File: src/rtl/pwm_cfg_pkg.sv
`default_nettype none
// ============================================================================
//  Module   : pwm_cfg_pkg
//  Purpose  : Shared constants, command layout and FSM state encoding for the
//             PWM configuration controller.
//  Revision : 1.0  initial release
// ============================================================================
package pwm_cfg_pkg;

    // Register map (command bits 3:0)
    localparam logic [3:0] ADDR_PERIOD   = 4'd0;
    localparam logic [3:0] ADDR_PRESCALE = 4'd1;
    localparam logic [3:0] ADDR_DUTY1    = 4'd2;
    localparam logic [3:0] ADDR_DUTY2    = 4'd3;
    localparam logic [3:0] ADDR_DUTY3    = 4'd4;
    localparam logic [3:0] ADDR_CONTROL  = 4'd5;
    localparam logic [3:0] ADDR_STATUS   = 4'd6;

    // Number of shadowed configuration registers (addresses 0..4)
    localparam int NUM_CFG = 5;

    // Command byte layout
    localparam int CMD_WR_BIT   = 7;
    localparam int CMD_ADDR_MSB = 3;
    localparam int CMD_ADDR_LSB = 0;

    // Control register bits
    localparam int CTRL_EN_BIT    = 0;
    localparam int CTRL_FORCE_BIT = 1;

    // Status register bits
    localparam int STAT_PEND_BIT = 0;
    localparam int STAT_EN_BIT   = 1;
    localparam int STAT_ERR_BIT  = 2;

    // Frame FSM
    typedef enum logic [1:0] {
        ST_CMD  = 2'd0,
        ST_DATA = 2'd1,
        ST_DONE = 2'd2
    } state_e;

    // True for addresses that land in a shadow register
    function automatic logic is_cfg_addr(input logic [3:0] addr);
        return (addr <= ADDR_DUTY3);
    endfunction

endpackage : pwm_cfg_pkg
`default_nettype wire

File: src/rtl/pwm_cfg_shifter.sv
`default_nettype none
// ============================================================================
//  Module   : pwm_cfg_shifter
//  Purpose  : RX byte assembler (MSB first) and TX byte serializer with the
//             per-frame byte counter.
//  Revision : 1.0  initial release
// ============================================================================
module pwm_cfg_shifter #(
    parameter int DATA_W = 32,
    parameter int NBYTES = DATA_W / 8,
    parameter int CNT_W  = (NBYTES > 1) ? $clog2(NBYTES) : 1
) (
    input  logic              clk,
    input  logic              rst_n,
    input  logic              cnt_clr,
    input  logic              rx_shift,
    input  logic [7:0]        rx_byte,
    input  logic              tx_load,
    input  logic [DATA_W-1:0] tx_load_word,
    input  logic              tx_shift,
    output logic [DATA_W-1:0] rx_word,
    output logic [CNT_W-1:0]  byte_cnt,
    output logic              last_byte,
    output logic [7:0]        tx_next_byte
);

    // Only the already-received upper bytes need storage; the newest byte
    // comes straight from rx_byte so the word is complete on the last rx_dv.
    logic [DATA_W-9:0] rx_asm_q, rx_asm_d;
    logic [CNT_W-1:0]  cnt_q, cnt_d;
    // Bytes still to be sent after the one currently being presented
    logic [DATA_W-9:0] tx_sr_q, tx_sr_d;

    assign rx_word      = {rx_asm_q, rx_byte};
    assign byte_cnt     = cnt_q;
    assign last_byte    = (cnt_q == CNT_W'(NBYTES - 1));
    assign tx_next_byte = tx_load ? tx_load_word[DATA_W-1 -: 8]
                                  : tx_sr_q[DATA_W-9 -: 8];

    // Next-state for assembler, counter and serializer
    always_comb begin
        rx_asm_d = rx_asm_q;
        cnt_d    = cnt_q;
        tx_sr_d  = tx_sr_q;
        if (cnt_clr) begin
            cnt_d = '0;
        end else if (rx_shift) begin
            rx_asm_d = rx_word[DATA_W-9:0];
            cnt_d    = cnt_q + CNT_W'(1);
        end
        if (tx_load) begin
            tx_sr_d = tx_load_word[DATA_W-9:0];
        end else if (tx_shift) begin
            tx_sr_d = {tx_sr_q[DATA_W-17:0], 8'h00};
        end
    end

    // State registers
    always_ff @(posedge clk or negedge rst_n) begin
        if (!rst_n) begin
            rx_asm_q <= '0;
            cnt_q    <= '0;
            tx_sr_q  <= '0;
        end else begin
            rx_asm_q <= rx_asm_d;
            cnt_q    <= cnt_d;
            tx_sr_q  <= tx_sr_d;
        end
    end

endmodule : pwm_cfg_shifter
`default_nettype wire

File: src/rtl/pwm_cfg_ctrl.sv
`default_nettype none
// ============================================================================
//  Module   : pwm_cfg_ctrl
//  Purpose  : SPI command decoder and shadowed configuration scheduler for a
//             3-channel PWM. Shadow registers are committed atomically at the
//             PWM period boundary (or immediately when the PWM is disabled or
//             a force-commit is requested).
//  Options  : PWM_CFG_READBACK_EN - enables register read-back on the TX path
//             and status-read clearing of the sticky error flag.
//  Revision : 1.0  initial release
// ============================================================================
module pwm_cfg_ctrl
    import pwm_cfg_pkg::*;
#(
    parameter int                DATA_W       = 32,
    parameter logic [DATA_W-1:0] RST_PERIOD   = DATA_W'(255),
    parameter logic [DATA_W-1:0] RST_PRESCALE = DATA_W'(0)
) (
    input  logic              clk,
    input  logic              rst_n,
    input  logic              rx_dv,
    input  logic [7:0]        rx_byte,
    input  logic              cs_n,
    input  logic              period_end,
    output logic              tx_dv,
    output logic [7:0]        tx_byte,
    output logic [DATA_W-1:0] counter_value,
    output logic [DATA_W-1:0] prescaler,
    output logic [DATA_W-1:0] duty_cycle_1,
    output logic [DATA_W-1:0] duty_cycle_2,
    output logic [DATA_W-1:0] duty_cycle_3,
    output logic              enable_pwm
);

    localparam int NBYTES = DATA_W / 8;
    localparam int CNT_W  = (NBYTES > 1) ? $clog2(NBYTES) : 1;

    function automatic logic [DATA_W-1:0] cfg_rst_val(input int idx);
        if (idx == 0) return RST_PERIOD;
        if (idx == 1) return RST_PRESCALE;
        return '0;
    endfunction

    logic [1:0]        cs_sync_q, cs_sync_d;
    logic              cs_s;
    state_e            state_q, state_d;
    logic              cmd_wr_q, cmd_wr_d;
    logic [3:0]        cmd_addr_q, cmd_addr_d;
    logic [DATA_W-1:0] shadow_q [NUM_CFG];
    logic [DATA_W-1:0] shadow_d [NUM_CFG];
    logic [DATA_W-1:0] active_q [NUM_CFG];
    logic [DATA_W-1:0] active_d [NUM_CFG];
    logic              pending_q, pending_d;
    logic              err_q, err_d;
    logic              enable_q, enable_d;

    logic              sh_cnt_clr, sh_rx_shift, sh_tx_load, sh_tx_shift;
    logic [DATA_W-1:0] sh_load_word, sh_rx_word;
    logic [CNT_W-1:0]  sh_cnt;
    logic              sh_last;
    logic [7:0]        sh_tx_next;

    logic              err_set, err_clr, force_commit, shadow_wr;
    logic              tx_dv_d;
    logic [7:0]        tx_byte_d;
    logic [3:0]        rx_addr;

    assign cs_s    = cs_sync_q[1];
    assign rx_addr = rx_byte[CMD_ADDR_MSB:CMD_ADDR_LSB];

    assign counter_value = active_q[0];
    assign prescaler     = active_q[1];
    assign duty_cycle_1  = active_q[2];
    assign duty_cycle_2  = active_q[3];
    assign duty_cycle_3  = active_q[4];
    assign enable_pwm    = enable_q;

    // Reserved command bits carry no meaning
    logic unused_rsvd;
    assign unused_rsvd = ^rx_byte[6:4];

    pwm_cfg_shifter #(
        .DATA_W (DATA_W)
    ) u_shifter (
        .clk          (clk),
        .rst_n        (rst_n),
        .cnt_clr      (sh_cnt_clr),
        .rx_shift     (sh_rx_shift),
        .rx_byte      (rx_byte),
        .tx_load      (sh_tx_load),
        .tx_load_word (sh_load_word),
        .tx_shift     (sh_tx_shift),
        .rx_word      (sh_rx_word),
        .byte_cnt     (sh_cnt),
        .last_byte    (sh_last),
        .tx_next_byte (sh_tx_next)
    );

`ifdef PWM_CFG_READBACK_EN
    logic [DATA_W-1:0] rd_word;
    logic              rd_invalid;
    logic              tx_dv_q;
    logic [7:0]        tx_byte_q;

    assign tx_dv   = tx_dv_q;
    assign tx_byte = tx_byte_q;

    // Read-back word for the address in the incoming command byte
    always_comb begin
        rd_word    = '0;
        rd_invalid = 1'b0;
        if (is_cfg_addr(rx_addr)) begin
            for (int i = 0; i < NUM_CFG; i++) begin
                if (rx_addr == 4'(i)) rd_word = active_q[i];
            end
        end else if (rx_addr == ADDR_CONTROL) begin
            rd_word[CTRL_EN_BIT] = enable_q;
        end else if (rx_addr == ADDR_STATUS) begin
            rd_word[STAT_PEND_BIT] = pending_q;
            rd_word[STAT_EN_BIT]   = enable_q;
            rd_word[STAT_ERR_BIT]  = err_q;
        end else begin
            rd_invalid = 1'b1;
        end
    end

    // TX output registers
    always_ff @(posedge clk or negedge rst_n) begin
        if (!rst_n) begin
            tx_dv_q   <= 1'b0;
            tx_byte_q <= 8'h00;
        end else begin
            tx_dv_q   <= tx_dv_d;
            tx_byte_q <= tx_byte_d;
        end
    end
`else
    assign tx_dv   = 1'b0;
    assign tx_byte = 8'h00;

    // Without read-back the serializer, byte index, TX-next mux and err
    // flag have no observer.
    logic unused_rb;
    assign unused_rb = ^{sh_tx_next, sh_cnt, err_q, tx_dv_d, tx_byte_d};
`endif

    // Frame FSM, write decode, commit scheduling and read-back sequencing
    always_comb begin
        cs_sync_d    = {cs_sync_q[0], cs_n};
        state_d      = state_q;
        cmd_wr_d     = cmd_wr_q;
        cmd_addr_d   = cmd_addr_q;
        shadow_d     = shadow_q;
        active_d     = active_q;
        pending_d    = pending_q;
        err_d        = err_q;
        enable_d     = enable_q;
        sh_cnt_clr   = 1'b0;
        sh_rx_shift  = 1'b0;
        sh_tx_load   = 1'b0;
        sh_tx_shift  = 1'b0;
        sh_load_word = '0;
        err_set      = 1'b0;
        err_clr      = 1'b0;
        force_commit = 1'b0;
        shadow_wr    = 1'b0;
        tx_dv_d      = 1'b0;
        tx_byte_d    = tx_byte;

        if (cs_s) begin
            // Deselected: abandon any partial frame
            state_d = ST_CMD;
        end else begin
            case (state_q)
                ST_CMD: begin
                    if (rx_dv) begin
                        cmd_wr_d   = rx_byte[CMD_WR_BIT];
                        cmd_addr_d = rx_addr;
                        sh_cnt_clr = 1'b1;
                        state_d    = ST_DATA;
`ifdef PWM_CFG_READBACK_EN
                        if (!rx_byte[CMD_WR_BIT]) begin
                            sh_tx_load   = 1'b1;
                            sh_load_word = rd_word;
                            tx_dv_d      = 1'b1;
                            tx_byte_d    = sh_tx_next;
                            err_set      = rd_invalid;
                        end
`endif
                    end
                end
                ST_DATA: begin
                    if (rx_dv) begin
                        sh_rx_shift = 1'b1;
                        if (sh_last) state_d = ST_DONE;
                        if (cmd_wr_q && sh_last) begin
                            if (is_cfg_addr(cmd_addr_q)) begin
                                for (int i = 0; i < NUM_CFG; i++) begin
                                    if (cmd_addr_q == 4'(i)) shadow_d[i] = sh_rx_word;
                                end
                                shadow_wr = 1'b1;
                            end else if (cmd_addr_q == ADDR_CONTROL) begin
                                enable_d     = sh_rx_word[CTRL_EN_BIT];
                                force_commit = sh_rx_word[CTRL_FORCE_BIT];
                            end else begin
                                err_set = 1'b1;
                            end
                        end
`ifdef PWM_CFG_READBACK_EN
                        if (!cmd_wr_q && !sh_last) begin
                            sh_tx_shift = 1'b1;
                            tx_dv_d     = 1'b1;
                            tx_byte_d   = sh_tx_next;
                            // This load presents byte0 of the word
                            if (sh_cnt == CNT_W'(NBYTES - 2) && cmd_addr_q == ADDR_STATUS)
                                err_clr = 1'b1;
                        end
`endif
                    end
                end
                ST_DONE: begin
                    state_d = ST_DONE;
                end
                default: begin
                    state_d = ST_CMD;
                end
            endcase
        end

        // Commit takes the pre-write shadows; a write landing this cycle
        // keeps pending set for the next boundary.
        if (pending_q && (period_end || !enable_q || force_commit)) begin
            active_d  = shadow_q;
            pending_d = 1'b0;
        end
        if (shadow_wr) pending_d = 1'b1;

        if (err_set)      err_d = 1'b1;
        else if (err_clr) err_d = 1'b0;
    end

    // Control-path and configuration registers
    always_ff @(posedge clk or negedge rst_n) begin
        if (!rst_n) begin
            cs_sync_q  <= 2'b11;
            state_q    <= ST_CMD;
            cmd_wr_q   <= 1'b0;
            cmd_addr_q <= 4'h0;
            for (int i = 0; i < NUM_CFG; i++) begin
                shadow_q[i] <= cfg_rst_val(i);
                active_q[i] <= cfg_rst_val(i);
            end
            pending_q  <= 1'b0;
            err_q      <= 1'b0;
            enable_q   <= 1'b0;
        end else begin
            cs_sync_q  <= cs_sync_d;
            state_q    <= state_d;
            cmd_wr_q   <= cmd_wr_d;
            cmd_addr_q <= cmd_addr_d;
            shadow_q   <= shadow_d;
            active_q   <= active_d;
            pending_q  <= pending_d;
            err_q      <= err_d;
            enable_q   <= enable_d;
        end
    end

endmodule : pwm_cfg_ctrl
`default_nettype wire

File: config.mk
export PLATFORM = sky130hd
export DESIGN_NAME = pwm_cfg_ctrl
export DESIGN_NICKNAME = d
export VERILOG_FILES = /design/src/rtl/pwm_cfg_pkg.sv /design/src/rtl/pwm_cfg_shifter.sv /design/src/rtl/pwm_cfg_ctrl.sv
export SDC_FILE = /design/constraint.sdc
export NUM_CORES = 1
export LEC_CHECK = 0
export BUFFER_PORTS_ARGS = -buffer_cell sky130_fd_sc_hd__buf_2
export CAP_MARGIN = 40
export CORE_MARGIN = 3
export CORE_UTILIZATION = 40
export DETAILED_ROUTE_END_ITERATION = 7
export SETUP_SLACK_MARGIN = 0.1
export SYNTH_ARGS = -nofsm -noshare
export SYNTH_HDL_FRONTEND = slang
export SYNTH_SLANG_ARGS = --single-unit
File: constraint.sdc
create_clock -name clk -period 2.87 [get_ports clk]
set_clock_uncertainty 0.2 [all_clocks]
set_input_delay 0.287 -clock clk [delete_from_list [all_inputs] [get_ports clk]]
set_output_delay 0.287 -clock clk [all_outputs]
set_load 0.01 [all_outputs]
# [Word-level counts from Yosys, hierarchy flattened]
# Cells that the tools add are included.
[op_classes] add_sub_neg=1 order_cmp=1 eq_ne=11 n_mux=25 bitwise_logic=3 n_reduce_logical=18
[op_table] operator="$reduce_and A6 Y1" n=6
[op_table] operator="$mux W1" n=18
[op_table] operator="$mux W2" n=6
[op_table] operator="$ne A3 B3 Y1 const B" n=3
[op_table] operator="$eq A4 B2 Y1 const B" n=2
[op_table] operator="$eq A4 B3 Y1 const B" n=2
[op_table] operator="$pmux W2 S3" n=1
[op_table] operator="$reduce_and A3 Y1" n=2
[op_table] operator="$eq A2 B2 Y1 const B" n=2
[op_table] operator="$eq A4 B1 Y1 const B" n=1
[op_table] operator="$le A4 B3 Y1 const B" n=1
[op_table] operator="$logic_not A4 Y1" n=1
[op_table] operator="$reduce_bool A2 Y1" n=2
[op_table] operator="$not A1 Y1" n=3
[op_table] operator="$add A2 B1 Y2 const B" n=1
[op_table] operator="$eq A2 B1 Y1 const B" n=1
[op_table] operator="$logic_and A1 B1 Y1" n=2
[op_table] operator="$logic_not A2 Y1" n=1
[op_table] operator="$logic_or A1 B1 Y1" n=2
[op_table] operator="$reduce_and A2 Y1" n=1
[op_table] operator="$logic_not A1 Y1" n=1
[totals] register_bits=357 in_bits=13 out_inout_bits=170 elab_cells=77

# [Longest topological paths before layout]
[logic_depth] word_depth=11 mapped_depth=8 mapped_depth_nobuf=6

# [Hierarchy]
# From an unflattened synthesis, not the netlist that was laid out.
[unflattened] cells_unflattened=1739 area_unflattened_um2=19217.2
[by_module_without_submodules] module="pwm_cfg_ctrl" n_inst=1 cells_each=1560 area_per_inst_um2=16900.0 seq_area_each_um2=8305.5
[by_module_without_submodules] module="pwm_cfg_shifter" n_inst=1 cells_each=179 area_per_inst_um2=2317.2 seq_area_each_um2=1251.2

# [Worst setup path after synthesis]
# Ideal clock, no wire load.
[synth_path] path_type="reg2reg" start="reg u_shifter.cnt_q[0] (netlist: u_shifter.byte_cnt[0])" end="reg active_q, in the netlist prescaler[10]" setup_ns=0.128 arrival_ns=1.978 required_ns=2.542 slack_ns=0.564 stages_incl_launch_ff=8 n_path_buf=2 synth_period_minus_slack_ns=2.306 path_cell_list="dfrtp_1 ha_1 nand3b_1 nor2_1 a41oi_1 buf_4 buf_2 mux2_1"
[synth_between] elab_chain_len=8
[synth_lines] item="start: declaration" line="pwm_cfg_shifter.sv:30" text="logic [CNT_W-1:0] cnt_q, cnt_d;"
[synth_lines] item="start signal: assignment" line="pwm_cfg_shifter.sv:66" text="cnt_q <= cnt_d;"
[synth_lines] item="$eq A2 B2 Y1" line="pwm_cfg_shifter.sv:36" text="assign last_byte = (cnt_q == CNT_W'(NBYTES - 1));"
[synth_lines] item="$logic_and A1 B1 Y1" line="pwm_cfg_ctrl.sv:196" text="if (cmd_wr_q && sh_last) begin"
[synth_lines] item="$mux W1" line="pwm_cfg_ctrl.sv:196"
[synth_lines] item="$mux W1" line="pwm_cfg_ctrl.sv:193" text="if (rx_dv) begin"
[synth_lines] item="$mux W1" line="pwm_cfg_ctrl.sv:174" text="case (state_q)"
[synth_lines] item="$mux W1" line="pwm_cfg_ctrl.sv:170" text="if (cs_s) begin"
[synth_lines] item="$logic_or A1 B1 Y1" line="pwm_cfg_ctrl.sv:232" text="if (pending_q && (period_end || !enable_q || force_commit)) begin"
[synth_lines] item="$logic_and A1 B1 Y1" line="pwm_cfg_ctrl.sv:232"
[synth_lines] item="end signal: indexed assignment" line="pwm_cfg_ctrl.sv:251" text="active_q[i] <= cfg_rst_val(i);"
[synth_lines] item="end signal: assignment" line="pwm_cfg_ctrl.sv:262" text="active_q <= active_d;"
[synth_lines] item="end: declaration" line="pwm_cfg_ctrl.sv:51" text="logic [DATA_W-1:0] active_q [NUM_CFG];"
# No other way between the ends.
# A chain may end at the register's enable or synchronous reset.

# [Worst setup path in the final report]
[layout_path] start="reg state_q[1]" end="reg shadow_q[122] in the netlist's numbering"
[layout_between] elab_chain_len=2
[layout_lines] item="start: declaration" line="pwm_cfg_ctrl.sv:46" text="state_e state_q, state_d;"
[layout_lines] item="start signal: assignment" line="pwm_cfg_ctrl.sv:258" text="state_q <= state_d;"
[layout_lines] item="$eq A2 B1 Y1" line="pwm_cfg_ctrl.sv:174"
[layout_lines] item="$reduce_and A6 Y1 (no source line)"
[layout_lines] item="end signal: indexed assignment" line="pwm_cfg_ctrl.sv:250" text="shadow_q[i] <= cfg_rst_val(i);"
[layout_lines] item="end signal: assignment" line="pwm_cfg_ctrl.sv:261" text="shadow_q <= shadow_d;"
[layout_lines] item="end: declaration" line="pwm_cfg_ctrl.sv:49" text="logic [DATA_W-1:0] shadow_q [NUM_CFG];"
# No other way between the ends.

==> results.ini <==
[setup_path]
critical-path-top-delay-family=simple AND/OR/NAND/NOR gates
timing.critical_path.mode_cell=sky130_fd_sc_hd__inv_1
crit_chain=inv_1, ha_1, inv_1, nor4b_4, nand2_2, buf_4, mux2_1
crit_arrival_ps=2670
worst_setup_path_end_kind=register
worstPathRequired_ps=3060
timing.setup.critical_path_class=reg -> reg
cpMaxStageDelayCell=sky130_fd_sc_hd__nor4b_4
timing.critical_path.from_type=register
slowest_cell_delay_on_critical_path_ps=400
timing.critical_path.buf_inv=3
critical_path_peak_fanout=12

[sta]
final-setup-viol-count=0
final_min_period_over_clock_period_pct=86.40
achievable-frequency_mhz=403.3
final.min_clock_period_ps=2480
grt_setup_unrepaired=false
worstMarginPinSlew_ps=656.6
fin_setup_tns_ps=0
timing_hold_violations_final=0
slew_headroom_pct=56.23
maxSlewViolCount=0

[floorplanning]
die_h_um=189.4
start_util_pct=40.94
die_area_um2=35880
ios=183
core_area_um2=32870
num_rows=66
die-width_um=189.4

[cells_and_area]
multi_input_area_um2=4293
ant_diodes=0
synthToLayoutAreaGrowth_pct=22.26
final.fill_count=2907
layout.cells.most_common=sky130_fd_sc_hd__dfrtp_1
final_net_count=1023
drive_gt1_share_pct=48.12
postLayoutCellArea_um2=16450
layout_common_cells=339 x sky130_fd_sc_hd__dfrtp_1, 215 x sky130_fd_sc_hd__mux2_2, 172 x sky130_fd_sc_hd__buf_2, 136 x sky130_fd_sc_hd__mux2_1, 39 x sky130_fd_sc_hd__clkbuf_16
register_area_um2=8956

[power_and_ir_drop]
power.share.sequential_pct=49.8
internal_power_w=0.008832
clock_power_share_pct=45.5
worst_ir_drop_vdd_uv=421.7
power_leakage_nw=9.005
switching_power_total_w=0.002726
power.switching_fraction_pct=23.59
p_per_cell_area_nw_per_um2=702.5
comb_power_share_pct=4.7

[cts]
numCtsBuffers=39
cts.clk_slew.worst_paths_ps=60
cts_num_sinks=357
cts-resized-gates=0
clock-root-buffer=sky130_fd_sc_hd__clkbuf_16
post-cts-setup-buffers=0
tritoncts=done
cts_hold_buffers=10
deepest_level_of_the_cts_h_tree=2
latest_clock_arrival_within_the_worst_skew_pair_ps=510
cts-root-to-sink-buffers=3

[placement]
numPortBuffers=173
place.gp.congestion=0.7231
placedInstanceArea_um2=14990
detailed_place_hpwl_um=18250

[route]
vias=7226
routed-wl-met3_um=1758
avgViaCountPerCell=4.892
route.antenna.remaining_nets=0
totalWireLength_um=28490
drt_pre_antenna_iters=4
wl_per_cell_um=19.29
wl_met2_um=12920
route.layer.met1.wl_um=13410
route.detailed.drc=0
highest-signal-layer=met4
first_iter_violations=232

[logic_synthesis]
postSynthCellCount=794
seq_area_frac_synth_pct=66.56
syn_avg_cell_area_um2=16.95
syn_area_um2=13460
synth_area_leaders=sky130_fd_sc_hd__dfrtp_1 63%, sky130_fd_sc_hd__mux2_2 18%, sky130_fd_sc_hd__mux2_1 11%, sky130_fd_sc_hd__dfstp_2 3.5%, sky130_fd_sc_hd__buf_4 1.1%
synth_warnings=0
synth_top_cell_area_share_pct=63.05
netlist-cell-type-count=28
synth_top_cell_by_area=sky130_fd_sc_hd__dfrtp_1
synth.ff_latch_count=357

[grt]
initial_antenna_violation_count=0
grt_start_max_net_pins=79
grt_pass1_wl_um=45230
grt_pass1_vias=7637
grt_overflow=0
groute.usage.overall_pct=16.05

[min_path]
hold_class=in -> reg

[run]
timing.max_cap.violations=0

[status]
status=completed

[cell families (layout without fill, tap and decap cells)]
logic type,Yosys count,after routing,share of synthesized area [%]
AOI/OAI and AO/OA,7,7,0.3441
adders and majority gates,4,4,0.3720
buffers and inverters,48,281,2.055
DFF,357,357,66.56
muxes,353,353,29.52
other,1,9,0.02787
and+or+nand+nor,24,24,1.116
[registers in the layout, summed over array words and instances (netlist names)]
register / flops
duty_cycle_2: 32
pending_q: 1
enable_pwm: 1
counter_value: 32
duty_cycle_3: 32
shadow_q: 160
u_shifter.rx_asm_q: 24
prescaler: 32
u_shifter.byte_cnt: 2
cs_sync_q: 2
duty_cycle_1: 32
cmd_addr_q: 4
state_q: 2
cmd_wr_q: 1
[metrics by stage]
step | hold WS, ps | instances | worst slack, ps | total power, W | util (%)
after floorplan | -208.6 | 802 | 564.0 | 0.005907 | -
after global placement | 135.6 | 1397 | 393.6 | 0.006400 | 45.60
after detailed placement | 129.5 | 1397 | 351.1 | 0.006412 | 45.60
after CTS | 42.44 | 1477 | 361.1 | 0.01174 | 50.05
after global routing | 55.73 | 1477 | 240.1 | 0.01205 | 50.05
final | 38.27 | 1477 | 390.3 | 0.01156 | 50.05
[worst register-to-register path, cell delays in order (launching register included)]
cell and delay (ps):
sky130_fd_sc_hd__dfrtp_1 350, sky130_fd_sc_hd__inv_1 110, sky130_fd_sc_hd__ha_1 260, sky130_fd_sc_hd__inv_1 90, sky130_fd_sc_hd__nor4b_4 400, sky130_fd_sc_hd__nand2_2 320
sky130_fd_sc_hd__buf_4 310, sky130_fd_sc_hd__mux2_1 330
[layout make-up]
type / count / share of cell area [%]
well taps: 442 / 3.362
flip-flops and latches: 357 / 54.44
clock buffers: 58 / 6.974
inverters: 4 / 0.09127
multi-input cells: 397 / 26.10
repair buffers: 207 / 7.712
clock inverters: 12 / 1.323
[synth_stat cells]
master / number
sky130_fd_sc_hd__a22o_1: 1
sky130_fd_sc_hd__clkbuf_1: 1
sky130_fd_sc_hd__buf_4: 19
sky130_fd_sc_hd__nand2_1: 6
sky130_fd_sc_hd__buf_1: 4
sky130_fd_sc_hd__nor2_1: 4
sky130_fd_sc_hd__nor2b_1: 3
sky130_fd_sc_hd__dfrtp_1: 339
sky130_fd_sc_hd__nor4_2: 1
sky130_fd_sc_hd__inv_1: 4
sky130_fd_sc_hd__buf_2: 20
sky130_fd_sc_hd__nand3_1: 3
sky130_fd_sc_hd__mux2i_1: 2
sky130_fd_sc_hd__and3_1: 1
sky130_fd_sc_hd__a41oi_1: 1
sky130_fd_sc_hd__ha_1: 4
sky130_fd_sc_hd__mux2_1: 136
sky130_fd_sc_hd__nand4b_1: 1
sky130_fd_sc_hd__o22ai_1: 1
sky130_fd_sc_hd__o21ai_0: 2
sky130_fd_sc_hd__nor4b_4: 1
sky130_fd_sc_hd__mux2_2: 215
sky130_fd_sc_hd__dfstp_2: 18
sky130_fd_sc_hd__nand2b_1: 2
sky130_fd_sc_hd__a21boi_0: 1
sky130_fd_sc_hd__conb_1: 1
sky130_fd_sc_hd__nand3b_1: 2
sky130_fd_sc_hd__a21oi_1: 1
[path summary, 6_finish.rpt]
| check | from | endpoint | cells after the start | slack [ps] |
|---|---|---|---|---|
| max in group asynchronous | rst_n | counter_value[6] | 3 | 1450 |
| worst max-delay path | state_q[1] | shadow_q[122] | 7 | 390 |
| worst max register to register | state_q[1] | shadow_q[122] | 7 | 390 |
| worst min-delay path | rx_byte[1] | shadow_q[129] | 2 | 40 |
| min in group asynchronous | rst_n | duty_cycle_1[16] | 2 | 150 |
| worst min register to register | cs_sync_q[0] | cs_sync_q[1] | 0 | 160 |
[power groups by stage]
stage	clock (W)	sequential, W	combinational [W]
after detailed placement	0	0.00586	0.000550
final	0.00525	0.00575	0.000548
after global placement	0	0.00586	0.000539
after global routing	0.00562	0.00581	0.000620
after floorplan	0	0.00555	0.000359
after CTS	0.00540	0.00577	0.000564
[layer usage]
metal,track usage [%],vias up
li1,-,3226
met1,22.37,3821
met2,25.36,149
met3,4.481,30
met4,3.355,0
met5,0,-
(Power assumes the default switching activity.)
